<file path="config.mk">
export PLATFORM = sky130hd
export DESIGN_NAME = imem_axi_slave
export DESIGN_NICKNAME = d
export VERILOG_FILES = /design/src/rtl/axi_pkg.sv /design/src/rtl/axi_burst_addr.sv /design/src/rtl/imem_axi_slave.sv
export SDC_FILE = /design/constraint.sdc
export NUM_CORES = 1
export LEC_CHECK = 0
export ABC_AREA = 1
export CORE_UTILIZATION = 57
export CTS_CLUSTER_SIZE = 10
export DETAILED_ROUTE_END_ITERATION = 8
export DONT_BUFFER_PORTS = 1
export GPL_TIMING_DRIVEN = 0
export PLACE_DENSITY = 0.75
export SKIP_CTS_REPAIR_TIMING = 1
export SYNTH_ARGS = -nofsm -noshare
export SYNTH_HDL_FRONTEND = slang
export SYNTH_SLANG_ARGS = --single-unit
</file>
<file path="constraint.sdc">
create_clock -name clk -period 2.5 [get_ports clk]
set_clock_uncertainty 0.05 [all_clocks]
set_input_delay 0.75 -clock clk [delete_from_list [all_inputs] [get_ports clk]]
set_output_delay 0.75 -clock clk [all_outputs]
set_load 0.05 [all_outputs]
</file>
<file path="src/rtl/axi_pkg.sv">
// ---------------------------------------------------------------------------
// axi_pkg
//   Shared AXI4 definitions used by the slaves on the interconnect:
//   burst and response encodings, channel field widths, and the check for
//   a legal WRAP burst length.
// ---------------------------------------------------------------------------
package axi_pkg;

    localparam int AXI_LEN_W  = 4;
    localparam int AXI_SIZE_W = 3;

    typedef enum logic [1:0] {
        FIXED = 2'd0,
        INCR  = 2'd1,
        WRAP  = 2'd2
    } burst_t;

    typedef enum logic [1:0] {
        OKAY   = 2'd0,
        EXOKAY = 2'd1,
        SLVERR = 2'd2,
        DECERR = 2'd3
    } resp_t;

    // WRAP bursts are only defined for 2, 4, 8 or 16 beats.
    function automatic logic is_wrap_len(input logic [AXI_LEN_W-1:0] len);
        return (len == 4'd1) || (len == 4'd3) || (len == 4'd7) || (len == 4'd15);
    endfunction

endpackage

</file>
<file path="src/rtl/axi_burst_addr.sv">
// ---------------------------------------------------------------------------
// axi_burst_addr
//   Combinational next-beat word address for an AXI4 burst, one word per beat.
//   Ports:
//     addr       in   AW         current beat word address
//     len        in   AXI_LEN_W  burst length field (beats-1)
//     burst      in   burst_t    burst type; the reserved encoding acts as INCR
//     next_addr  out  AW         word address of the following beat
//   INCR wraps modulo 2^AW; WRAP with an illegal length behaves as INCR.
// ---------------------------------------------------------------------------
module axi_burst_addr
    import axi_pkg::*;
#(
    parameter int AW = 14
) (
    input  logic [AW-1:0]        addr,
    input  logic [AXI_LEN_W-1:0] len,
    input  burst_t               burst,
    output logic [AW-1:0]        next_addr
);

    logic [AW-1:0] incr_addr;
    logic [AW-1:0] wrap_mask;

    assign incr_addr = addr + AW'(1);
    // For a legal wrap length, len is exactly the in-block offset mask.
    assign wrap_mask = AW'(len);

    // NOTE: default assignment first so every path drives next_addr and no latch is inferred.
    always_comb begin
        next_addr = incr_addr;
        case (burst)
            FIXED:   next_addr = addr;
            WRAP:    if (is_wrap_len(len)) next_addr = (addr & ~wrap_mask) | (incr_addr & wrap_mask);
            default: next_addr = incr_addr;
        endcase
    end

endmodule

</file>
<file path="src/rtl/imem_axi_slave.sv">
// ---------------------------------------------------------------------------
// imem_axi_slave
//   AXI4 read-only slave serving instruction fetches from a single-port SRAM.
//   Each beat costs one SRAM access cycle plus one capture cycle, so beats
//   are returned every 3 cycles when RREADY is held high.
//   Ports:
//     clk, rst                  clock, asynchronous active-high reset
//     AR*_S0                    read address channel (ARSIZE is ignored)
//     R*_S0                     read data channel, registered outputs
//     sram_cs/sram_oe/sram_a    SRAM control and word address
//     sram_do                   SRAM read data, valid one cycle after access
//   Configuration macro: IMEM_SLV_ADDR_CHECK_EN
//     defined   -> bursts outside the BASE_ADDR window return DECERR with zero
//                  data and never touch the SRAM
//     undefined -> upper address bits ignored (aliasing), RRESP always OKAY
// ---------------------------------------------------------------------------
module imem_axi_slave
    import axi_pkg::*;
#(
    parameter int          IDS_W     = 8,
    parameter int          ADDR_W    = 32,
    parameter int          DATA_W    = 32,
    parameter int          SRAM_AW   = 14,
    parameter logic [31:0] BASE_ADDR = 32'h0000_0000
) (
    input  logic                  clk,
    input  logic                  rst,
    input  logic [IDS_W-1:0]      ARID_S0,
    input  logic [ADDR_W-1:0]     ARADDR_S0,
    input  logic [AXI_LEN_W-1:0]  ARLEN_S0,
    input  logic [AXI_SIZE_W-1:0] ARSIZE_S0,
    input  logic [1:0]            ARBURST_S0,
    input  logic                  ARVALID_S0,
    output logic                  ARREADY_S0,
    output logic [IDS_W-1:0]      RID_S0,
    output logic [DATA_W-1:0]     RDATA_S0,
    output logic [1:0]            RRESP_S0,
    output logic                  RLAST_S0,
    output logic                  RVALID_S0,
    input  logic                  RREADY_S0,
    output logic                  sram_cs,
    output logic                  sram_oe,
    output logic [SRAM_AW-1:0]    sram_a,
    input  logic [DATA_W-1:0]     sram_do
);

    // One-hot state encoding.
    localparam logic [2:0] ST_IDLE    = 3'b001;
    localparam logic [2:0] ST_RD_ADDR = 3'b010;
    localparam logic [2:0] ST_RD_DATA = 3'b100;

    logic [2:0]           state;
    logic [IDS_W-1:0]     id_q;
    logic [SRAM_AW-1:0]   addr_q;
    logic [SRAM_AW-1:0]   addr_next;
    logic [AXI_LEN_W-1:0] len_q;
    logic [AXI_LEN_W-1:0] cnt_q;
    burst_t               burst_q;
    logic                 decerr_q;
    logic                 arready_q;
    logic                 rvalid_q;
    logic                 rlast_q;
    logic [DATA_W-1:0]    rdata_q;
    resp_t                rresp_q;

    logic ar_hs;
    logic addr_miss;

    assign ar_hs = ARVALID_S0 & arready_q;

`ifdef IMEM_SLV_ADDR_CHECK_EN
    assign addr_miss = ARADDR_S0[ADDR_W-1:SRAM_AW+2] != BASE_ADDR[ADDR_W-1:SRAM_AW+2];
    logic unused_ok;
    assign unused_ok = ^{ARSIZE_S0, ARADDR_S0[1:0]};
`else
    assign addr_miss = 1'b0;
    logic unused_ok;
    assign unused_ok = ^{ARSIZE_S0, ARADDR_S0[1:0], ARADDR_S0[ADDR_W-1:SRAM_AW+2], BASE_ADDR};
`endif

    axi_burst_addr #(.AW(SRAM_AW)) u_burst_addr (
        .addr      (addr_q),
        .len       (len_q),
        .burst     (burst_q),
        .next_addr (addr_next)
    );

    // NOTE: sequential state uses non-blocking assignments so every flop samples pre-edge values.
    always_ff @(posedge clk or posedge rst) begin
        if (rst) begin
            state     <= ST_IDLE;
            id_q      <= '0;
            addr_q    <= '0;
            len_q     <= '0;
            cnt_q     <= '0;
            burst_q   <= INCR;
            decerr_q  <= 1'b0;
            arready_q <= 1'b0;
            rvalid_q  <= 1'b0;
            rlast_q   <= 1'b0;
            rdata_q   <= '0;
            rresp_q   <= OKAY;
        end else begin
            case (state)
                ST_IDLE: begin
                    if (ar_hs) begin
                        id_q      <= ARID_S0;
                        addr_q    <= ARADDR_S0[SRAM_AW+1:2];
                        len_q     <= ARLEN_S0;
                        cnt_q     <= ARLEN_S0;
                        burst_q   <= burst_t'(ARBURST_S0);
                        decerr_q  <= addr_miss;
                        arready_q <= 1'b0;
                        state     <= ST_RD_ADDR;
                    end else begin
                        // Covers the first cycle after reset release.
                        arready_q <= 1'b1;
                    end
                end
                ST_RD_ADDR: begin
                    state <= ST_RD_DATA;
                end
                ST_RD_DATA: begin
                    if (!rvalid_q) begin
                        // Capture cycle: SRAM data from the access cycle is valid now.
                        rdata_q  <= decerr_q ? '0 : sram_do;
                        rresp_q  <= decerr_q ? DECERR : OKAY;
                        rlast_q  <= (cnt_q == '0);
                        rvalid_q <= 1'b1;
                    end else if (RREADY_S0) begin
                        rvalid_q <= 1'b0;
                        rlast_q  <= 1'b0;
                        if (cnt_q == '0) begin
                            arready_q <= 1'b1;
                            state     <= ST_IDLE;
                        end else begin
                            cnt_q  <= cnt_q - 4'd1;
                            addr_q <= addr_next;
                            state  <= ST_RD_ADDR;
                        end
                    end
                end
                default: begin
                    // Illegal one-hot value: recover to a clean idle.
                    arready_q <= 1'b0;
                    rvalid_q  <= 1'b0;
                    rlast_q   <= 1'b0;
                    state     <= ST_IDLE;
                end
            endcase
        end
    end

    assign ARREADY_S0 = arready_q;
    assign RID_S0     = id_q;
    assign RDATA_S0   = rdata_q;
    assign RRESP_S0   = rresp_q;
    assign RLAST_S0   = rlast_q;
    assign RVALID_S0  = rvalid_q;

    // The SRAM is only touched in the access cycle; out-of-window bursts skip it.
    assign sram_cs = (state == ST_RD_ADDR) & ~decerr_q;
    assign sram_oe = sram_cs;
    assign sram_a  = addr_q;

endmodule
</file>
Yosys cells after proc, flatten, opt, wreduce, memory -nomap -nowiden
Cells that the tools add are included.
- flip-flop bits (word level): 70
- output and inout bits: 61
- $add $sub $neg: 2
- eq/ne operators: 15
- muxes and demuxes: 28
- bitwise logic cells: 8
- reduce and logical (&&, ||, !) cells: 14
- operators with widths (cell ; count):
    $mux W14 ; 5
    $pmux W14 S2 ; 2
    $mux W4 ; 4
    $add A14 B1 Y14 const B ; 1
    $and A14 B14 Y14 ; 1
    $and A14 B4 Y14 ; 1
    $not A4 Y14 ; 1
    $or A14 B14 Y14 ; 1
    $ne A2 B2 Y1 const B ; 6
    $mux W3 ; 3
    $pmux W3 S3 ; 1
    $mux W1 ; 8
    $pmux W4 S2 ; 1
    $reduce_and A2 Y1 ; 3
    $reduce_and A6 Y1 ; 1
    $reduce_and A5 Y1 ; 1
    $eq A4 B1 Y1 const B ; 1
    $eq A4 B2 Y1 const B ; 1
    $eq A4 B3 Y1 const B ; 1
    $eq A4 B4 Y1 const B ; 1
    $logic_not A4 Y1 ; 1
    $pmux W1 S2 ; 2
    $reduce_and A4 Y1 ; 1
    $sub A4 B1 Y4 const B ; 1
    other kinds (14) ; 18

Depth between registers and ports, before layout
Gate-level depths: netlist (run 1).
- word-level depth: 10
- mapped depth: 12
- mapped depth without buffers: 12

Hierarchy
From an unflattened synthesis (run 1), not the netlist that was laid out.
- cells, all modules: 543
- area total of the unflattened synthesis: 3852.4 µm²
- modules (own cells, without submodules) (module ; times used ; cells an instance ; area each (µm²)):
    imem_axi_slave ; 1 ; 390 ; 3105.5
    axi_burst_addr ; 1 ; 153 ; 747.0

Worst setup path before layout (run 1)
Ideal clock, no wire load.
- path type: flip-flop to output port
- from: register state[2]
- to: output port sram_oe
- data arrival time: 1.255 ns
- data required time: 1.700 ns
- path slack: 0.445 ns
- stages on the path, launching flop included: 5
- cell sequence: dfrtp_1 -> inv_1 -> nand3_1 -> inv_1 -> buf_4
- cells in the longest elaborated chain, start to end: 1
- RTL lines (item ; line ; source):
    start: declaration ; imem_axi_slave.sv:52 ; logic [2:0] state;
    start signal: assignment ; imem_axi_slave.sv:91 ; state <= ST_IDLE;
    start signal: assignment ; imem_axi_slave.sv:114 ; state <= ST_RD_ADDR;
    start signal: assignment ; imem_axi_slave.sv:121 ; state <= ST_RD_DATA;
    $eq A3 B2 Y1 ; imem_axi_slave.sv:162 ; assign sram_cs = (state == ST_RD_ADDR) & ~decerr_q;
    end: declaration ; imem_axi_slave.sv:42 ; output logic sram_oe,
No other way between the ends.

Worst setup path in the final report (run 1)
- from: register state[0]
- to: output port sram_oe
The elaborated chain is that of the path after synthesis.

==> results.md, run 1 <==
- Status: complete, no violations
- Yosys reg bits: 70
- Reg-to-reg slack, setup: 0.44 ns
- Rel. slew slack: a little over 50%
- Yosys top cell by area: dfrtp_1
- H-tree level count: 3
- Net Switching: 3520 uW
- Final number of setup-violating endpoints: 0
- Worst R2R Path Depth: 9
- Vias in the first global route: between 2000 and 2500
- Int Power: 3110 uW
- Non-Filler Instances: 467
- Die Span X: 80.8 um
- Initial DRC count: 117
- Async S/R FF share, synth: 100%
- Startpoint Class: flop
- Routed length per instance: approximately 16 um
- Sink Count: 70
- Worst R2R End: sram_a[10]
- # Max-Cap Violations: 0
- Worst-margin pin slew: 0.719 ns
- Minimum clock period: ~2.4 ns
- # nets final: between 400 and 500
- P per Cell Area: between 1500 and 2000 nW/um^2
- Period utilization: 97.6%
- Total grt overflow: 0
- Final RePlAce weighted congestion: approximately 0.82
- Detailed Routing Iterations Pass 1: 4
- Num CTS Buffers: 9
- Hold Vio Cnt, Final: 0
- Final Instance Area: 3910 um^2
- Row Count: 28
- Top post-synthesis cells by count: 119 x nand2_1, 68 x dfrtp_1, 32 x inv_1
- Setup TNS: 0 ns
- Worst EP required: 1.70 ns
- Die Span Y: 80.8 um
- Leakage: approximately 0.002 uW
- Syn avg cell area: between 9 and 10 um^2
- Io pins: roughly 150
- Synth-to-Final Area Change: 10.3%
- Main flop type after synthesis: dfrtp_1
- Largest cells by area after synthesis: dfrtp_1 48%, nand2_1 13%, mux2_4 12%, mux2_2 3.8%, nand3_1 3.4%
- Remaining DRCs: 0
- Worst hold margin: 0.332 ns
- Initial antenna violation count: 0
- Antenna diodes: 0
- Most common cell in the synthesized netlist: nand2_1
- Starting Density: between 50% and 60%
- Crit Path Max Fanout: 4
- Synth unique cells: 33
- Clock power share: roughly 15%
- Core area: 5960 um^2
- Post-synthesis instance area: around 3500 um^2
- Tot Pwr: about 6600 uW
- Final Max Tran Viols: 0
- CP arrival: roughly 1.6 ns
- Reg clk slew, reported paths: 0.09 ns
- CTS tree: done
- Worst setup EP type: output pin
- Placed Instances: 451
- Max VDD drop: 1080 uV
- Vias per Instance: 5.41
- Register area share after synthesis: approximately 50%
- Die area: 6530 um^2
- Setup crit end: sram_oe
- Sequential share of power: 57.7%
- Crit Path Category: reg -> out
- Fmax: 410 MHz
- Root buf cell: clkbuf_8
- Top cell type's share of synthesized area: 48.0%
- Mapped Cells: ~370
- Gr usage total: 22.7%
- DR vias: between 2000 and 3000
- Post-DP HPWL: 5200 um
- Largest net degree at the start of global routing: 40
- Share of cells above drive strength 1: 20.2%
- Synthesis warning total: 0
- EDFF count, synth: 0
- Routed WL: 7270 um
- Placed Area: 3660 um^2
- Clk buf depth: 2
- ANT nets after route: 0
- CP Launch Point: state[0]
- # port buffers: 0
- Worst skew pair latency: 0.33 ns
- First-pass GRT wire length: 11100 um
- Sw frac: 53.1%
- Combinational share of power: 27.1%
- Min-delay worst type: in -> async
-- worst max-delay path: stages (launching register included) --
cell and delay (ns):
dfstp_2 0.56, inv_1 0.08, nand3_4 0.09, clkinvlp_4 0.31, buf_8 0.27
-- registers in the layout, summed over array words and instances (netlist names), named ones only --
name        cells
RDATA_S0       32
sram_a         11
RID_S0          8
cnt_q           4
len_q           4
state           3
burst_q         2
ARREADY_S0      1
RLAST_S0        1
RVALID_S0       1
-- power by group through the flow --
stage,combinational (uW),clock [uW],sequential (uW)
2_1_floorplan,1510,0,3700
3_3_place_gp,1710,0,3830
3_5_place_dp,1770,0,3860
4_1_cts,1780,1020,3830
5_1_grt,2020,1080,3910
6_report,1800,1000,3830
-- how the worst min path moves through the flow --
| stage | start | end | slack, ns | depth (start not counted) |
|---|---|---|---|---|
| 2_1_floorplan | burst_q[0] | burst_q[0] | 0.42 | 2 |
| 3_3_place_gp | burst_q[0] | burst_q[0] | 0.43 | 2 |
| 3_5_place_dp | burst_q[0] | burst_q[0] | 0.44 | 2 |
| 4_1_cts | rst | RDATA_S0[12] | 0.35 | 1 |
| 5_1_grt | rst | RDATA_S0[12] | 0.38 | 1 |
| 6_report | rst | RDATA_S0[12] | 0.33 | 1 |
-- cell type report --
cell class / count / area [um^2]
Timing Repair Buffer: 1 / 20.0
Tap cell: 75 / 93.8
Sequential cell: 70 / 1750
Buffer: 11 / 92.6
Multi-Input combinational cell: 262 / 1600
Fill cell: 484 / 2050
Clock buffer: 10 / 128
Inverter: 32 / 128
Clock inverter: 6 / 93.8
-- logic make-up after synthesis --
logic type | count (synthesis) | synth area share [%]
fa+ha+maj | 2 | 0.706
compound gates | 28 | 4.56
flops | 70 | 49.5
other cells | 1 | 0.106
buf+inv | 43 | 5.79
xor+xnor | 3 | 0.742
mux | 41 | 16.1
simple gates | 186 | 22.5
-- placed cells by master, fill, tap and decap left out, types with 2 or more instances in the layout --
master      netlist  layout
a21oi_1           6       6
buf_2             2       2
buf_4             3       2
buf_6             4       4
bufinv_16         0       2
clkbuf_1          2       3
clkbuf_8          0       9
clkinv_4          0       2
clkinvlp_4        0       3
conb_1            1       2
dfrtp_1          68      68
dfstp_2           2       2
ha_1              2       2
inv_1            32      30
mux2_2           12      12
mux2_4           29      29
nand2_1         119     119
nand3_1          24      23
nand3_4           1       2
nand4_1           7       7
nor2_1           26      26
nor2_2            2       2
o21ai_0          16      16
xor2_1            3       3
-- layer usage --
metal	GRT usage, %	up-vias	share of wire, %
met5	0	-	0
li1	-	1233	-
met4	10.0	0	0.88
met3	6.40	7	6.8
met2	34.1	82	47
met1	30.6	1206	45
-- stage by stage --
stage | setup slack (ns) | util [%]
finish | 0.0591 | 65.6
detailed placement | 0.327 | 61.5
global route | -0.0127 | 65.6
CTS | -0.0650 | 65.2
global placement | 0.334 | 61.2
floorplan | 0.445 | -
Note: power is estimated with default switching activity, not from simulation.
==> run 2, diff against run 1 <==
--- a/config.mk
+++ b/config.mk
@@ -6,12 +6,13 @@
 export NUM_CORES = 1
 export LEC_CHECK = 0
 export ABC_AREA = 1
-export CORE_UTILIZATION = 57
+export CORE_MARGIN = 1
+export CORE_UTILIZATION = 60
 export CTS_CLUSTER_SIZE = 10
 export DETAILED_ROUTE_END_ITERATION = 8
 export DONT_BUFFER_PORTS = 1
 export GPL_TIMING_DRIVEN = 0
-export PLACE_DENSITY = 0.75
+export PLACE_DENSITY = 0.76
 export SKIP_CTS_REPAIR_TIMING = 1
 export SYNTH_ARGS = -nofsm -noshare
 export SYNTH_HDL_FRONTEND = slang
==> constraint.sdc (replaced) <==
create_clock -name clk -period 2.9 [get_ports clk]
set_clock_uncertainty 0.05 [all_clocks]
set_input_delay 0.87 -clock clk [delete_from_list [all_inputs] [get_ports clk]]
set_output_delay 0.87 -clock clk [all_outputs]
set_load 0.05 [all_outputs]
==> results.md, run 2 (synthesized netlist as in run 1, its figures left out) <==
- CTS tree: done
- Buf/Inv on CP: 3
- Worst setup EP type: output pin
- Vias per Instance: ~5.5
- H-tree level count: 3
- Sink Count: 70
- Layout Utilization: 68.0%
- Crit Path Category: reg -> out
- CP arrival: 1.74 ns
- Worst-margin pin slew: 0.842 ns
- Worst path depth: 4
- Crit Path Max Fanout: 4
- FF/Latch Area: 1750 um^2
- Antenna diodes: 0
- First-pass GRT wire length: 11900 um
- Detailed Routing Iterations Pass 1: 4
- Critical-path cell list: inv_1 -> nand3_1 -> inv_1 -> buf_4
- Most frequent cells in the layout: 119 x nand2_1, 68 x dfrtp_1, 31 x inv_1
- Gr usage total: approximately a quarter
- Post-DP HPWL: 5240 um
- Met1 Track Usage GR: 32.6%
- Worst R2R Path Depth: 9
- Max FFs per register: 32
- Area of the multi-input gates: roughly 1600 um^2
- Worst EP required: between 1.5 and 2 ns
- Routed WL: 7320 um
- Starting Density: a little over three fifths
- DR vias: around 2500
- M2 GR Usage: 38.8%
- # port buffers: 0
- Final number of setup-violating endpoints: 0
- Tot Pwr: between 5000 and 6000 uW
- Io pins: 146
- Reg clk slew, reported paths: 0.07 ns
- M3 GR Usage: 8.51%
- Num CTS Buffers: 9
- # Max-Cap Violations: 0
- Most used cell, CP: inv_1
- Fmax: 376 MHz
- Max VDD drop: 847 uV
- ANT nets after route: 0
- Leakage: approximately 0.0020 uW
- Total grt overflow: 0
- P per Cell Area: ~1400 nW/um^2
- Rel. slew slack: ~44%
- Row Count: 27
- # nets final: between 400 and 500
- Slowest-stage cell, CP: inv_1
- Status: complete, no violations
- Final Max Tran Viols: 0
- Die area: 6210 um^2
- Min-delay worst type: reg -> reg
- Most Used Layer, Global Route: met2
- Core area: 5610 um^2
- Hold Vio Cnt, Final: 0
- Synth-to-Final Area Change: 7.67%
- Die Span Y: 78.8 um
- Startpoint Class: flop
- Minimum clock period: 2.66 ns
- Slowest Stage Delay on Critical Path: 0.44 ns
- Remaining DRCs: 0
- Vias in the first global route: 2462
- Root buf cell: clkbuf_8
- Share of cells above drive strength 1: 19.4%
- Worst R2R End: sram_a[10]
- Final RePlAce weighted congestion: between 0.8 and 0.9
- Fill cells: 486
- CP Launch Point: state[2]
- Worst skew pair latency: approximately 0.34 ns
- Setup crit end: sram_oe
- Routed length per instance: 15.8 um
- Period utilization: 91.6%
- Most common cell after layout, fill and taps aside: nand2_1
- Reg-to-reg slack, setup: 0.81 ns
- Largest net degree at the start of global routing: 71
- Die Span X: between 70 and 80 um
- Initial DRC count: approximately 140
- Clk buf depth: 2
- RSZ-0062 raised after global routing: false
- Crit path max-delay family: buffers and inverters
- Initial antenna violation count: 0
-- run 2: metal layers --
| layer | up-vias | part of all wire, % |
|---|---|---|
| met5 | - | 0 |
| met4 | 0 | 2.1 |
| met3 | 16 | 7.7 |
| met2 | 99 | 46 |
| met1 | 1185 | 44 |
| li1 | 1239 | - |
-- run 2: how the worst min path moves through the flow --
stage / end / start / cells after the start
after floorplan: burst_q[0] / burst_q[0] / 2
after global placement: burst_q[0] / burst_q[0] / 2
after detailed placement: burst_q[0] / burst_q[0] / 2
after CTS: burst_q[0] / burst_q[0] / 2
after global routing: burst_q[0] / burst_q[0] / 2
final: burst_q[0] / burst_q[0] / 2
-- run 2: stage by stage --
stage | TNS [ns] | cell area (um^2) | worst slack [ns] | hold slack, ns | cells
after floorplan | 0 | 3550 | 0.215 | 0.417 | 375
after global placement | -31.76 | 3640 | -0.469 | 0.432 | 447
after detailed placement | 0 | 3640 | 0.603 | 0.453 | 447
after CTS | 0 | 3810 | 0.231 | 0.465 | 463
after global routing | 0 | 3810 | 0.139 | 0.475 | 463
final | 0 | 3810 | 0.242 | 0.455 | 463
-- run 2: final cells by class --
cell class	count	area share, %
clock inverter	5	0.886
sequential	70	46.0
tap	72	2.36
clock buffer	11	3.71
inverter	32	3.22
multi-input combinational	262	41.6
buffer	11	2.23
-- run 2: worst reg2reg max path, cell delays in order (launching register included) --
cell,delay [ns]
dfrtp_1,0.71
ha_1,0.28
nand2_1,0.07
nor2_1,0.39
nand2_1,0.14
o21bai_1,0.14
nand3_1,0.08
nand2_1,0.07
nand2_1,0.05
nand2_1,0.06
-- run 2: report_power, final --
part	internal (uW)	switching, uW	leakage, uW
logic	730	802	0.00106
clock network	334	362	0.0000857
registers	1450	1850	0.000836
